$ cat src/rtl/counter_pkg.sv
// counter_pkg: shared mode and FSM state types for the multimode counter
package counter_pkg;
  typedef enum logic [1:0] {WRAP, SAT, ONESHOT, RSVD} mode_e;
  typedef enum logic [1:0] {IDLE, RUN, DONE} state_e;
endpackage

$ cat src/rtl/counter_next.sv
// counter_next: combinational next count value and bound/wrap flag
module counter_next import counter_pkg::*; #(
  parameter int WIDTH = 8,
  parameter int MAX_VAL = 2**WIDTH-1
) (
  input  logic [WIDTH-1:0] i_out,
  input  logic [WIDTH-1:0] i_step,
  input  logic             i_up,
  input  mode_e            i_mode,
  output logic [WIDTH-1:0] o_next,
  output logic             o_hit
);
  localparam logic [WIDTH:0]   M   = (WIDTH+1)'(MAX_VAL);
  localparam logic [WIDTH-1:0] MW  = WIDTH'(MAX_VAL);
  localparam logic [WIDTH-1:0] M1W = WIDTH'(MAX_VAL+1);
  logic [WIDTH:0] w_up;
  logic w_over, w_under, w_sat, w_reached;
  assign w_up      = {1'b0, i_out} + {1'b0, i_step};
  assign w_over    = w_up > M;
  assign w_under   = i_step > i_out;
  assign w_sat     = i_mode == SAT || i_mode == ONESHOT;
  assign w_reached = i_up ? w_up >= M : i_step >= i_out;
  // wrap results stay in WIDTH bits since the modulo correction cancels the carry
  always_comb begin
    o_next = w_sat ? (i_up ? (w_over ? MW : i_out + i_step) : (w_under ? '0 : i_out - i_step))
                   : (i_up ? i_out + i_step - (w_over ? M1W : '0) : i_out - i_step + (w_under ? M1W : '0));
    o_hit  = w_sat ? w_reached && (i_mode == ONESHOT ? |i_step : i_out != (i_up ? MW : '0))
                   : (i_up ? w_over : w_under);
  end
endmodule

$ cat src/rtl/multimode_counter.sv
// multimode_counter: up/down counter with wrap, saturate and one-shot modes
module multimode_counter import counter_pkg::*; #(
  parameter int WIDTH = 8,
  parameter int MAX_VAL = 2**WIDTH-1
) (
  input  logic             clk,
  input  logic             rst,
  input  logic             en,
  input  logic             load,
  input  logic             up,
  input  logic [WIDTH-1:0] in,
  input  logic [WIDTH-1:0] step,
  input  logic [1:0]       mode,
  input  logic             start,
  output logic [WIDTH-1:0] out,
  output logic             tc,
  output logic             busy
);
  localparam logic [WIDTH-1:0] MAXV = WIDTH'(MAX_VAL);
  state_e r_state, w_state_n;
  mode_e w_mode;
  logic [WIDTH-1:0] r_out, w_next;
  logic r_tc, r_busy, w_hit, w_cnt;
  assign w_mode = mode_e'(mode);
  assign w_cnt  = en && (w_mode != ONESHOT || r_state == RUN);
  assign out    = r_out;
  assign tc     = r_tc;
  assign busy   = r_busy;
  counter_next #(.WIDTH(WIDTH), .MAX_VAL(MAX_VAL)) u_next (
    .i_out(r_out), .i_step(step), .i_up(up), .i_mode(w_mode), .o_next(w_next), .o_hit(w_hit)
  );
  // one-shot FSM next state; load overrides this in the register block
  always_comb
    w_state_n = w_mode != ONESHOT ? IDLE
              : r_state == RUN ? (en && w_hit ? DONE : RUN)
              : (start ? RUN : r_state);
  // count register, terminal-count pulse and FSM state with registered busy
  always_ff @(posedge clk or posedge rst)
    if (rst) begin
      r_out   <= '0;
      r_tc    <= 1'b0;
      r_state <= IDLE;
      r_busy  <= 1'b0;
    end else if (load) begin
      r_out   <= in > MAXV ? MAXV : in;
      r_tc    <= 1'b0;
      r_state <= IDLE;
      r_busy  <= 1'b0;
    end else begin
      if (w_cnt) r_out <= w_next;
      r_tc    <= w_cnt && w_hit;
      r_state <= w_state_n;
      r_busy  <= w_state_n == RUN;
    end
endmodule

$ cat config.mk
export PLATFORM = sky130hd
export DESIGN_NAME = multimode_counter
export DESIGN_NICKNAME = d
export VERILOG_FILES = /design/src/rtl/counter_pkg.sv /design/src/rtl/counter_next.sv /design/src/rtl/multimode_counter.sv
export SDC_FILE = /design/constraint.sdc
export NUM_CORES = 1
export LEC_CHECK = 0
export CAP_MARGIN = 25
export CORE_MARGIN = 2
export CORE_UTILIZATION = 45
export DETAILED_ROUTE_END_ITERATION = 8
export PLACE_DENSITY = 0.73
export SYNTH_ARGS = -nofsm -noshare
export SYNTH_HDL_FRONTEND = slang
export SYNTH_SLANG_ARGS = --single-unit
$ cat constraint.sdc
create_clock -name clk -period 5.64 [get_ports clk]
set_input_delay 0.564 -clock clk [delete_from_list [all_inputs] [get_ports clk]]
set_output_delay 0.564 -clock clk [all_outputs]
set_load 0.05 [all_outputs]
=== Yosys cells after proc, flatten, opt, wreduce, memory -nomap -nowiden ===
Cells that the tools add are included.

* Add/sub/neg operators: 3
* $mul: 0
* Divide/modulo/power cells: 0
* $lt $le $gt $ge: 5
* Equal/unequal tests: 6
* Shifts and indexed selects: 0
* Muxes and demuxes: 20
* Bitwise operators: 0
* Reduce and logical (&&, ||, !) cells: 8

{| class="wikitable"
|+ Operators by type and width
! cell !! number
|-
| 8-bit two-way mux || 9
|-
| 2-bit two-way mux || 5
|-
| 8-bit by 8-bit adder with 9-bit output || 1
|-
| 9-bit by 8-bit greater-or-equal comparator with 1-bit output, second input constant || 1
|-
| 9-bit by 8-bit greater-than comparator with 1-bit output, second input constant || 1
|-
| 8-bit adder || 1
|-
| 8-bit greater-or-equal comparator || 1
|-
| 8-bit greater-than comparator || 1
|-
| 8-bit greater-than comparator, second input constant || 1
|-
| 8-bit inequality test || 1
|-
| 8-bit OR reduction || 1
|-
| 8-bit subtractor || 1
|-
| 2-bit by 1-bit equality test with 1-bit output, second input constant || 3
|-
| 1-bit two-way mux || 6
|-
| 1-bit logical AND || 4
|-
| 2-bit equality test, second input constant || 1
|-
| 1-bit logical OR || 2
|-
| 2-bit inequality test, second input constant || 1
|-
| 2-bit nonzero test || 1
|}

* Flip-flop bits (word level): 12
* Latch bits: 0
* RAM bits: 0
* Memory bits (read-only): 0
* Bits of input ports: 24
* Output and inout port bits: 10
* Word-level logic and storage cells: 46
* Memories: 0

=== Logic depth before layout (Yosys ltp) ===
Gate-level depths: netlist (run 1).

* Word-level depth: 11
* Mapped depth: 10
* Depth with buffers taken out: 10

=== By module ===
A second synthesis (run 1) with hierarchy kept.

* Cells, all modules: 229
* Area total of the unflattened synthesis: 1,831.8 um^2

{| class="wikitable"
|+ Modules (own cells, without submodules)
! module !! instances !! cells each !! area an instance (um^2) !! sequential area each (um^2)
|-
| counter_next || 1 || 157 || 1,151.1 || 0.0
|-
| multimode_counter || 1 || 72 || 680.7 || 300.3
|}

=== Worst setup path before layout (run 1) ===
No wires, ideal clock.

* Path type: register to register
* Start: register r_out[0], in the netlist out[0]
* End: register r_state[1]
* Setup time: 0.124 ns
* Arrival: 2.408 ns
* Required time: 5.516 ns
* Setup slack: 3.108 ns
* Stages on the path, launching flop included: 9
* Path buffers: 0
* Period minus slack after synthesis: 2.532 ns
* Cell sequence: dfrtp_1 ha_1 fa_1 nand2b_1 a211oi_2 o311ai_1 nor2_1 o2111a_2 o31a_1

* Longest elaborated chain between the ends: 10
* Elaborated cells on any way between the ends: 16
* Those cells by class: 1 x add/sub; 4 x order compare; 1 x eq/ne; 8 x mux; 2 x reduce/logical

{| class="wikitable"
|+ Ends and longest elaborated chain
! element !! RTL line !! source
|-
| start: declaration || multimode_counter.sv:22 || <nowiki>logic [WIDTH-1:0] r_out, w_next;</nowiki>
|-
| start signal: assignment || multimode_counter.sv:45 || <nowiki>r_out <= in > MAXV ? MAXV : in;</nowiki>
|-
| start signal: assignment || multimode_counter.sv:50 || <nowiki>if (w_cnt) r_out <= w_next;</nowiki>
|-
| 8-bit by 8-bit adder with 9-bit output || counter_next.sv:18 || <nowiki>assign w_up = {1'b0, i_out} + {1'b0, i_step};</nowiki>
|-
| 9-bit by 8-bit greater-or-equal comparator with 1-bit output || counter_next.sv:22 || <nowiki>assign w_reached = i_up ? w_up >= M : i_step >= i_out;</nowiki>
|-
| 1-bit two-way mux || counter_next.sv:22 ||
|-
| 1-bit logical AND || counter_next.sv:27 || <nowiki>o_hit = w_sat ? w_reached && (i_mode == ONESHOT ? |i_step : i_out != (i_up ? MW : '0))</nowiki>
|-
| 1-bit two-way mux * || counter_next.sv:27 ||
|-
| 1-bit logical AND * || multimode_counter.sv:35 || <nowiki>: r_state == RUN ? (en && w_hit ? DONE : RUN)</nowiki>
|-
| 2-bit two-way mux * (2 in a row) || multimode_counter.sv:35 ||
|-
| 2-bit two-way mux * || multimode_counter.sv:34 || <nowiki>w_state_n = w_mode != ONESHOT ? IDLE</nowiki>
|-
| 2-bit two-way mux * || multimode_counter.sv:44 || <nowiki>end else if (load) begin</nowiki>
|-
| end signal: assignment || multimode_counter.sv:52 || <nowiki>r_state <= w_state_n;</nowiki>
|-
| end: declaration || multimode_counter.sv:20 || <nowiki>state_e r_state, w_state_n;</nowiki>
|}

Mark *: on every way between the ends. The rest lies on a longest branch, timed or not.
A chain may end at the register's enable or synchronous reset.

=== Final worst setup path (run 1) ===
* Start: input step[5]
* End: register r_out[4], in the netlist out[4]

* Longest elaborated chain between the ends: 7
* Elaborated cells on any way between the ends: 9
* Those cells by class: 1 x add/sub; 2 x order compare; 6 x mux

{| class="wikitable"
|+ Ends and longest elaborated chain
! element !! RTL line !! source
|-
| start: declaration || multimode_counter.sv:12 || <nowiki>input logic [WIDTH-1:0] step,</nowiki>
|-
| 8-bit by 8-bit adder with 9-bit output || counter_next.sv:18 ||
|-
| 9-bit by 8-bit greater-than comparator with 1-bit output || counter_next.sv:19 || <nowiki>assign w_over = w_up > M;</nowiki>
|-
| 8-bit two-way mux || counter_next.sv:25 || <nowiki>o_next = w_sat ? (i_up ? (w_over ? MW : i_out + i_step) : (w_under ? '0 : i_out - i_step))</nowiki>
|-
| 8-bit two-way mux * (2 in a row) || counter_next.sv:25 ||
|-
| 8-bit two-way mux * || multimode_counter.sv:50 ||
|-
| 8-bit two-way mux * || multimode_counter.sv:44 ||
|}

Mark *: on every way between the ends. The rest lies on a longest branch, timed or not. The select of a mux whose other input is x is not followed.

==> results of run 1 <==
area by class of cell:
class                      count  area [um^2]  share of cell area, %
sequential                    12        300.3                  14.16
clock buffer                   4        55.05                  2.596
multi-input combinational    182         1308                  61.65
tap                           48        60.06                  2.832
timing repair buffer          33        330.3                  15.58
inverter                      18        67.56                  3.186
worst max-delay path, cell delays in order:
cell and delay, ps:
clkdlybuf4s50_1 540, inv_1 60, ha_1 490, a21oi_1 110
o21ai_0 490, nor3_1 220, o311ai_0 400, o21ai_0 200
a21oi_1 170
state kept, by name, summed over array words and instances (netlist names):
name	cells
r_state	2
busy	1
out	8
tc	1
cells in the final DEF, fill, tap and decap left out, types with 5 or more instances in the layout:
cell type	netlist	routed
clkdlybuf4s50_1	0	33
nand2b_1	5	5
o21a_1	5	5
a21oi_1	17	17
nor2b_1	6	6
xnor2_1	5	5
nand2_1	17	17
dfrtp_1	12	12
nor2_1	16	16
inv_1	18	18
ha_1	17	17
nor3_1	9	9
o21ai_0	12	12
metal layers:
| layer | track usage [%] | vias up |
|---|---|---|
| li1 | - | 879 |
| met1 | 33.40 | 843 |
| met2 | 35.75 | 89 |
| met3 | 3.066 | 12 |
| met4 | 4.847 | 0 |
| met5 | 0 | - |
where the power goes:
part / internal, mW / total (mW) / leakage, nW / switching, mW
registers: 0.0949 / 0.111 / 0.150 / 0.0163
logic: 0.123 / 0.305 / 0.687 / 0.182
clock network: 0.0616 / 0.0927 / 0.0288 / 0.0311
total: 0.280 / 0.509 / 0.865 / 0.230
logic make-up (layout without fill, tap and decap cells):
kind of cell             count (synthesis)  in the layout  share of synthesized area [%]
AO/OA/AOI/OAI                           69             69                          27.42
XOR/XNOR                                 6              6                          3.015
adder cells (fa/ha/maj)                 19             19                          14.50
buffers and inverters                   28             55                          7.753
flip-flops                              12             12                          17.23
AND/OR/NAND/NOR                         88             88                          30.08
metrics by stage:
stage / setup WS [ps] / hold WS [ps] / cell area, um^2 / utilization (%) / total power [mW]
floorplan: 3108 / 428.7 / 1743 / - / 0.3353
global placement: 2338 / 620.3 / 2066 / 56.00 / 0.4133
detailed placement: 2361 / 611.1 / 2066 / 56.00 / 0.4131
CTS: 2619 / 622.9 / 2121 / 57.50 / 0.5080
global route: 2322 / 647.1 / 2121 / 57.50 / 0.5434
finish: 2562 / 622.6 / 2121 / 57.50 / 0.5094
final timing paths:
kind	startpoint	end	slack, ps	depth (start not counted)
max	step[5]	out[4]$_DFFE_PP0P_	2560	9
min	r_state[1]$_DFF_PP0_	r_state[1]$_DFF_PP0_	620	2
max reg2reg	out[0]$_DFFE_PP0P_	out[0]$_DFFE_PP0P_	2990	8
min reg2reg	r_state[1]$_DFF_PP0_	r_state[1]$_DFF_PP0_	620	2
max in group asynchronous	rst	out[3]$_DFFE_PP0P_	4700	2
min in group asynchronous	rst	busy$_DFF_PP0_	630	2
==> run summary, run 1 <==
Buffers added to address setup during post-CTS repair amount to 0. The peak clock frequency supported by timing is 324.9 MHz. After clock tree synthesis, the flow added hold-fix buffers numbering 0. The dominant register cell in the synthesized netlist is dfrtp_1. The number of nets still failing antenna checks after routing is 0. The first routing iteration left 110 violations. Before antenna repair, the detailed router went through 4 iterations.

Ranked by instance count, the synthesized netlist is headed by 18 x inv_1, 17 x a21oi_1, 17 x ha_1, 17 x nand2_1, 16 x nor2_1. The global placement routability congestion is 0.8823. In this run the worst hold path is classified as flop to flop. For the worst setup path, the data required time is 5810 ps. The final wirelength came out at 4738 um. The power density over the cells is 240.2 nW/um^2. After detailed routing, the number of remaining DRC violations is 0. The die outline area came out at 4387 um^2. The run finished with clean final reports.

Synthesis produced a netlist whose cell count is 222. The clock transition time at the flip-flop clock pins of the worst setup and hold paths came out at 50 ps. The netlist area before placement came out at 1743 um^2. The average instance in the mapped netlist occupies 7.851 um^2.

The tightest slew margin relative to the limit came out at 52.99%. The kind of end point of the critical path is a flop. The tool flagged a number of max-cap violations equal to 0. The non-filler instance count after layout came out at 297. The sum of routed wire segments on met1 is 2137 um.

The number of buffers created by CTS is 3. The number of port buffers came out at 33. The total nets after synthesis is 265. The count of endpoints failing setup in the final report is 0. The wire length on met3 is 335 um. The I/O pin count is 34. The final critical delay including setup and external delays is 3078 ps.

The mean number of vias per cell came out at 6.138. The pin count of the biggest net entering global routing is 22. The final-report max-slew violation count came to 0. The portion of synthesized cell area occupied by the leading cell type came out at 17.23%. TritonCTS built the clock tree. The distinct cell type count of the synthesized netlist is 57. The fraction of the yosys area taken by sequential cells is 17.23%.

Setup repair after global routing left no endpoint under its margin. The core region is 3689 um^2. By instance count, the leading cell after synthesis is inv_1.

At the later pin of the worst-skew pair, clock insertion delay measures 240 ps. The clock sink total is 12. For this run, the number of Yosys warnings is 0. The fraction of layout instances using a drive strength above 1 came out at 5.622%. The number of gates resized after CTS was 0. The initial antenna violation count is 0.

The final critical-path share of the clock period is 54.57%. The routed wirelength normalized by instance count is 15.95 um. The H-tree depth came out at 1. The starting density of the core came out at 47.25%. Measured along the y axis, the die boundary spans 66.24 um.

The met2 wire length came out at 2154 um. The number of storage elements in the synthesis netlist is 12. The setup TNS came out at 0 ps. The number of global-route vias before repair came out at 1601. The overall die width came out at 66.24 um. After synthesis, the share of flip-flops with an asynchronous set or reset is 100.0%. Once placement completed, the tool counted placed cells totaling 293.

The repair_antennas step left the layout with diodes totalling 0. The via count of the routed design is 1823. In the global route stage, overall resource usage came out at 22.89%. The number of flops mapped to enable cells by yosys came out at 0. The first global-routing pass estimated 7810 um of wire.

The total congestion overflow is 0. The count of filler cells inserted in the layout came out at 372. CTS placed an instance of clkbuf_8 at the clock tree root. The transition time at the pin with the least slew margin came out at 703.0 ps. In this run the worst path has a maximum fanout of 12. The buffer levels on the longest clock path is 2. The maximum VDD drop is 0.1239 mV. The maximum clock skew at final layout came out at 0.3545 ps. The number of failing hold endpoints at the final stage came out at 0. The number of core rows is 22. The leakage power came out at 0.8654 nW. The element type at the critical path start is an input pin. Sorting the synthesized cells by area gives the leading types as dfrtp_1 17%, ha_1 12%, a21oi_1 4.9%, inv_1 3.9%, nand2_1 3.7%. The number of nets in the finished design is 293. The post-DP HPWL came out at 3789 um. Routed signal wires occupy layers up through met4. The biggest area contributor in the post-synthesis netlist is dfrtp_1. The critical path is of the input pin to flop type. The layout overhead on the synthesized area is 21.68%. The endpoint arrival time on the critical path is 3240 ps.
Power figures use the tool's default switching activity.
==> run 2, diff against run 1 <==
==> constraint.sdc (replaced) <==
create_clock -name clk -period 3 [get_ports clk]
set_input_delay 0.3 -clock clk [delete_from_list [all_inputs] [get_ports clk]]
set_output_delay 0.3 -clock clk [all_outputs]
set_load 0.05 [all_outputs]
==> run 2 against run 1 <==
Global-route usage rose by 1.8 points. Via count rose by 0.44%. Wire length rose by 6.9%. Non-clock buffer count rose by 15. Critical path depth did not move. Register-to-register slack got worse by 2600 ps. Final cell count rose by 5.1%. Clock skew rose by 1.2 ps. Sequential cell count did not move. Sequential share of layout area fell by 0.71 points. Critical path type unchanged.
==> run summary, run 2 (same netlist as run 1, synthesis figures left out) <==
Outcome: finished, final reports clean (unchanged). The global placement routability congestion is 0.8546 (was 0.8823). The peak clock frequency supported by timing came out at 360.0 MHz. The total congestion overflow came out at 0 (unchanged). The pin count of the biggest net entering global routing came out at 20 (was 22). The cts-stage hold buffer count is 0 (unchanged). The final critical delay including setup and external delays is 2778 ps. The maximum clock skew at final layout is 1.508 ps (was 0.3545 ps). The starting density of the core came out at 47.25% (unchanged). The initial detailed-routing violation count came to 125 (was 110). The mean number of vias per cell is 5.869 (was 6.138). The post-DP HPWL is 4082 um (was 3789 um). The pre-CTS worst setup slack came out at 18.47 ps (was 2361 ps). Chain of cells forming the critical path: clkdlybuf4s50_1 > inv_1 > ha_1 > a21oi_1 > o21ai_0 > nor3_1 > o31ai_1 > o22ai_1 > a221oi_1 (was clkdlybuf4s50_1 > inv_1 > ha_1 > a21oi_1 > o21ai_0 > nor3_1 > o311ai_0 > o21ai_0 > a21oi_1). The number of nets in the finished design is 308 (was 293).

The most frequent standard cell in the layout excluding fill and tap cells is clkdlybuf4s50_1 (unchanged). The via count of the routed design was 1831 (was 1823). The power density over the cells is 452.1 nW/um^2 (was 240.2 nW/um^2). The non-filler instance count after layout was 312 (was 297). The number of buffers added for setup after CTS is 0 (unchanged). The transition time at the pin with the least slew margin is 660.9 ps (was 703.0 ps).

The maximum cell stage delay along the critical path is 550 ps (was 540 ps). The final-report max-slew violation count is 0 (unchanged). The placed cell count is 308 (was 293). The cell at the slowest stage of the critical path is o21ai_0 (was clkdlybuf4s50_1). The footprint of the multi-input gates is 1308 um^2 (unchanged). The standard cell core area came to 3689 um^2 (unchanged).

The element type at the critical path start is an input pin (unchanged). The global-route wire length before repair is 8231 um (was 7810 um). The endpoint arrival time on the critical path is 2920 ps (was 3240 ps).

The die outline area is 4387 um^2 (unchanged). The design area was 2233 um^2 (was 2121 um^2). The final setup slack of the worst path is 222.1 ps (was 2562 ps). The tightest slew margin relative to the limit is 55.48% (was 52.99%). The clock sink total came to 12 (unchanged).

The overall routing resource usage is 24.64% (was 22.89%). The number of global-route vias before repair is 1731 (was 1601). The top fanout value on the critical path came out at 10 (was 12). The count of filler cells inserted in the layout came out at 354 (was 372).

Of the available clock period, the critical path in the final layout requires 92.60%. The buffer levels on the longest clock path came out at 2 (unchanged). The number of port buffers was 33 (unchanged). The buffer type at the clock tree root is clkbuf_8 (unchanged).

The leakage power is 0.9387 nW (was 0.8654 nW). The antenna diode count is 0 (unchanged). The layout overhead on the synthesized area came to 28.14% (was 21.68%). The H-tree depth is 1 (unchanged). The tightest hold margin was 356.5 ps (was 622.6 ps). The clock transition time at the flip-flop clock pins of the worst setup and hold paths came out at 60 ps (was 50 ps). Most frequent cells in the layout: 33 x clkdlybuf4s50_1, 18 x inv_1, 17 x a21oi_1, 17 x nand2_1, 17 x ha_1 (unchanged). The I/O pin count came out at 34 (unchanged). The number of failing hold endpoints at the final stage came out at 0 (unchanged). The remaining routing DRC violations was 0 (unchanged). Unrepaired setup endpoints after global routing: no (unchanged).

The flip-flop count of the largest register, all copies and words added is 8 (unchanged). The maximum VDD drop is 0.2141 mV (was 0.1239 mV). The number of nets still failing antenna checks after routing is 0 (unchanged). The number of buffers created by CTS was 3 (unchanged).

The overall die width is 66.24 um (unchanged). The fraction of layout instances using a drive strength above 1 is 10.98% (was 5.622%). The final core utilization is 60.55% (was 57.50%). The area used by sequential logic in the layout is 300.3 um^2 (unchanged). The initial antenna violation count is 0 (unchanged). The clock latency on the worst-skew pair was 250 ps (was 240 ps). The critical path class is input pin to flop (unchanged). The instance area after placement came out at 2178 um^2 (was 2066 um^2). The kind of end point of the critical path was a flop (unchanged). The final wirelength is 5067 um (was 4738 um). The number of detailed-route iterations in the first pass came out at 5 (was 4). The setup TNS came to 0 ps (unchanged). The max-capacitance violation count was 0 (unchanged). The number of core rows came to 22 (unchanged).

The post-layout total power came out at 1.010 mW (was 0.5094 mW). The count of endpoints failing setup in the final report was 0 (unchanged). The worst hold path class is input pin to async pin (was flop to flop). The CTS tree is yes (unchanged).

The routed wirelength normalized by instance count is 16.24 um (was 15.95 um). The quantity of gates resized following cts is 0 (unchanged). The die span in y is 66.24 um (unchanged). The required arrival time at the worst endpoint is 3150 ps (was 5810 ps).
-- run 2: changes by cell type in the layout (fill, tap and decap cells not counted) --
| cell | previous run | this run |
|---|---|---|
| buf_4 | 0 | 15 |
-- run 2: final timing paths --
kind | start | end | slack, ps | cells after the start
worst min-delay path | rst | out[6]$_DFFE_PP0P_ | 360 | 2
worst max register to register | out[5]$_DFFE_PP0P_ | out[3]$_DFFE_PP0P_ | 370 | 7
worst max-delay path | step[5] | out[3]$_DFFE_PP0P_ | 220 | 9
worst min register to register | r_state[1]$_DFF_PP0_ | r_state[1]$_DFF_PP0_ | 630 | 2
max in group asynchronous | rst | out[1]$_DFFE_PP0P_ | 2330 | 2
min in group clk | in[1] | out[1]$_DFFE_PP0P_ | 610 | 3
-- run 2: critical path: cells and delay by family --
kind | cells | cell delay, ps
AO/OA/AOI/OAI | 5 | 1360
buffers and inverters | 2 | 590
adder cells (fa/ha/maj) | 1 | 440
AND/OR/NAND/NOR | 1 | 230
-- run 2: power breakdown --
| group | internal [mW] | total [mW] | switching [mW] |
|---|---|---|---|
| Combinational | 0.265 | 0.618 | 0.354 |
| Clock | 0.116 | 0.185 | 0.0683 |
| Sequential | 0.178 | 0.207 | 0.0284 |
| Total | 0.559 | 1.01 | 0.450 |
-- run 2: routing by layer --
metal,vias to the layer above,wire (um),track usage (%)
met4,0,23,3.827
met5,-,0,0
met3,3,221,4.089
met2,46,2483,42.13
li1,909,-,-
met1,873,2339,33.02
-- run 2: area by class of cell --
cell class / count / area share (%)
Inverter: 18 / 3.025
Clock buffer: 4 / 2.465
Sequential cell: 12 / 13.45
Timing Repair Buffer: 48 / 19.83
Multi-Input combinational cell: 182 / 58.54
Tap cell: 48 / 2.689
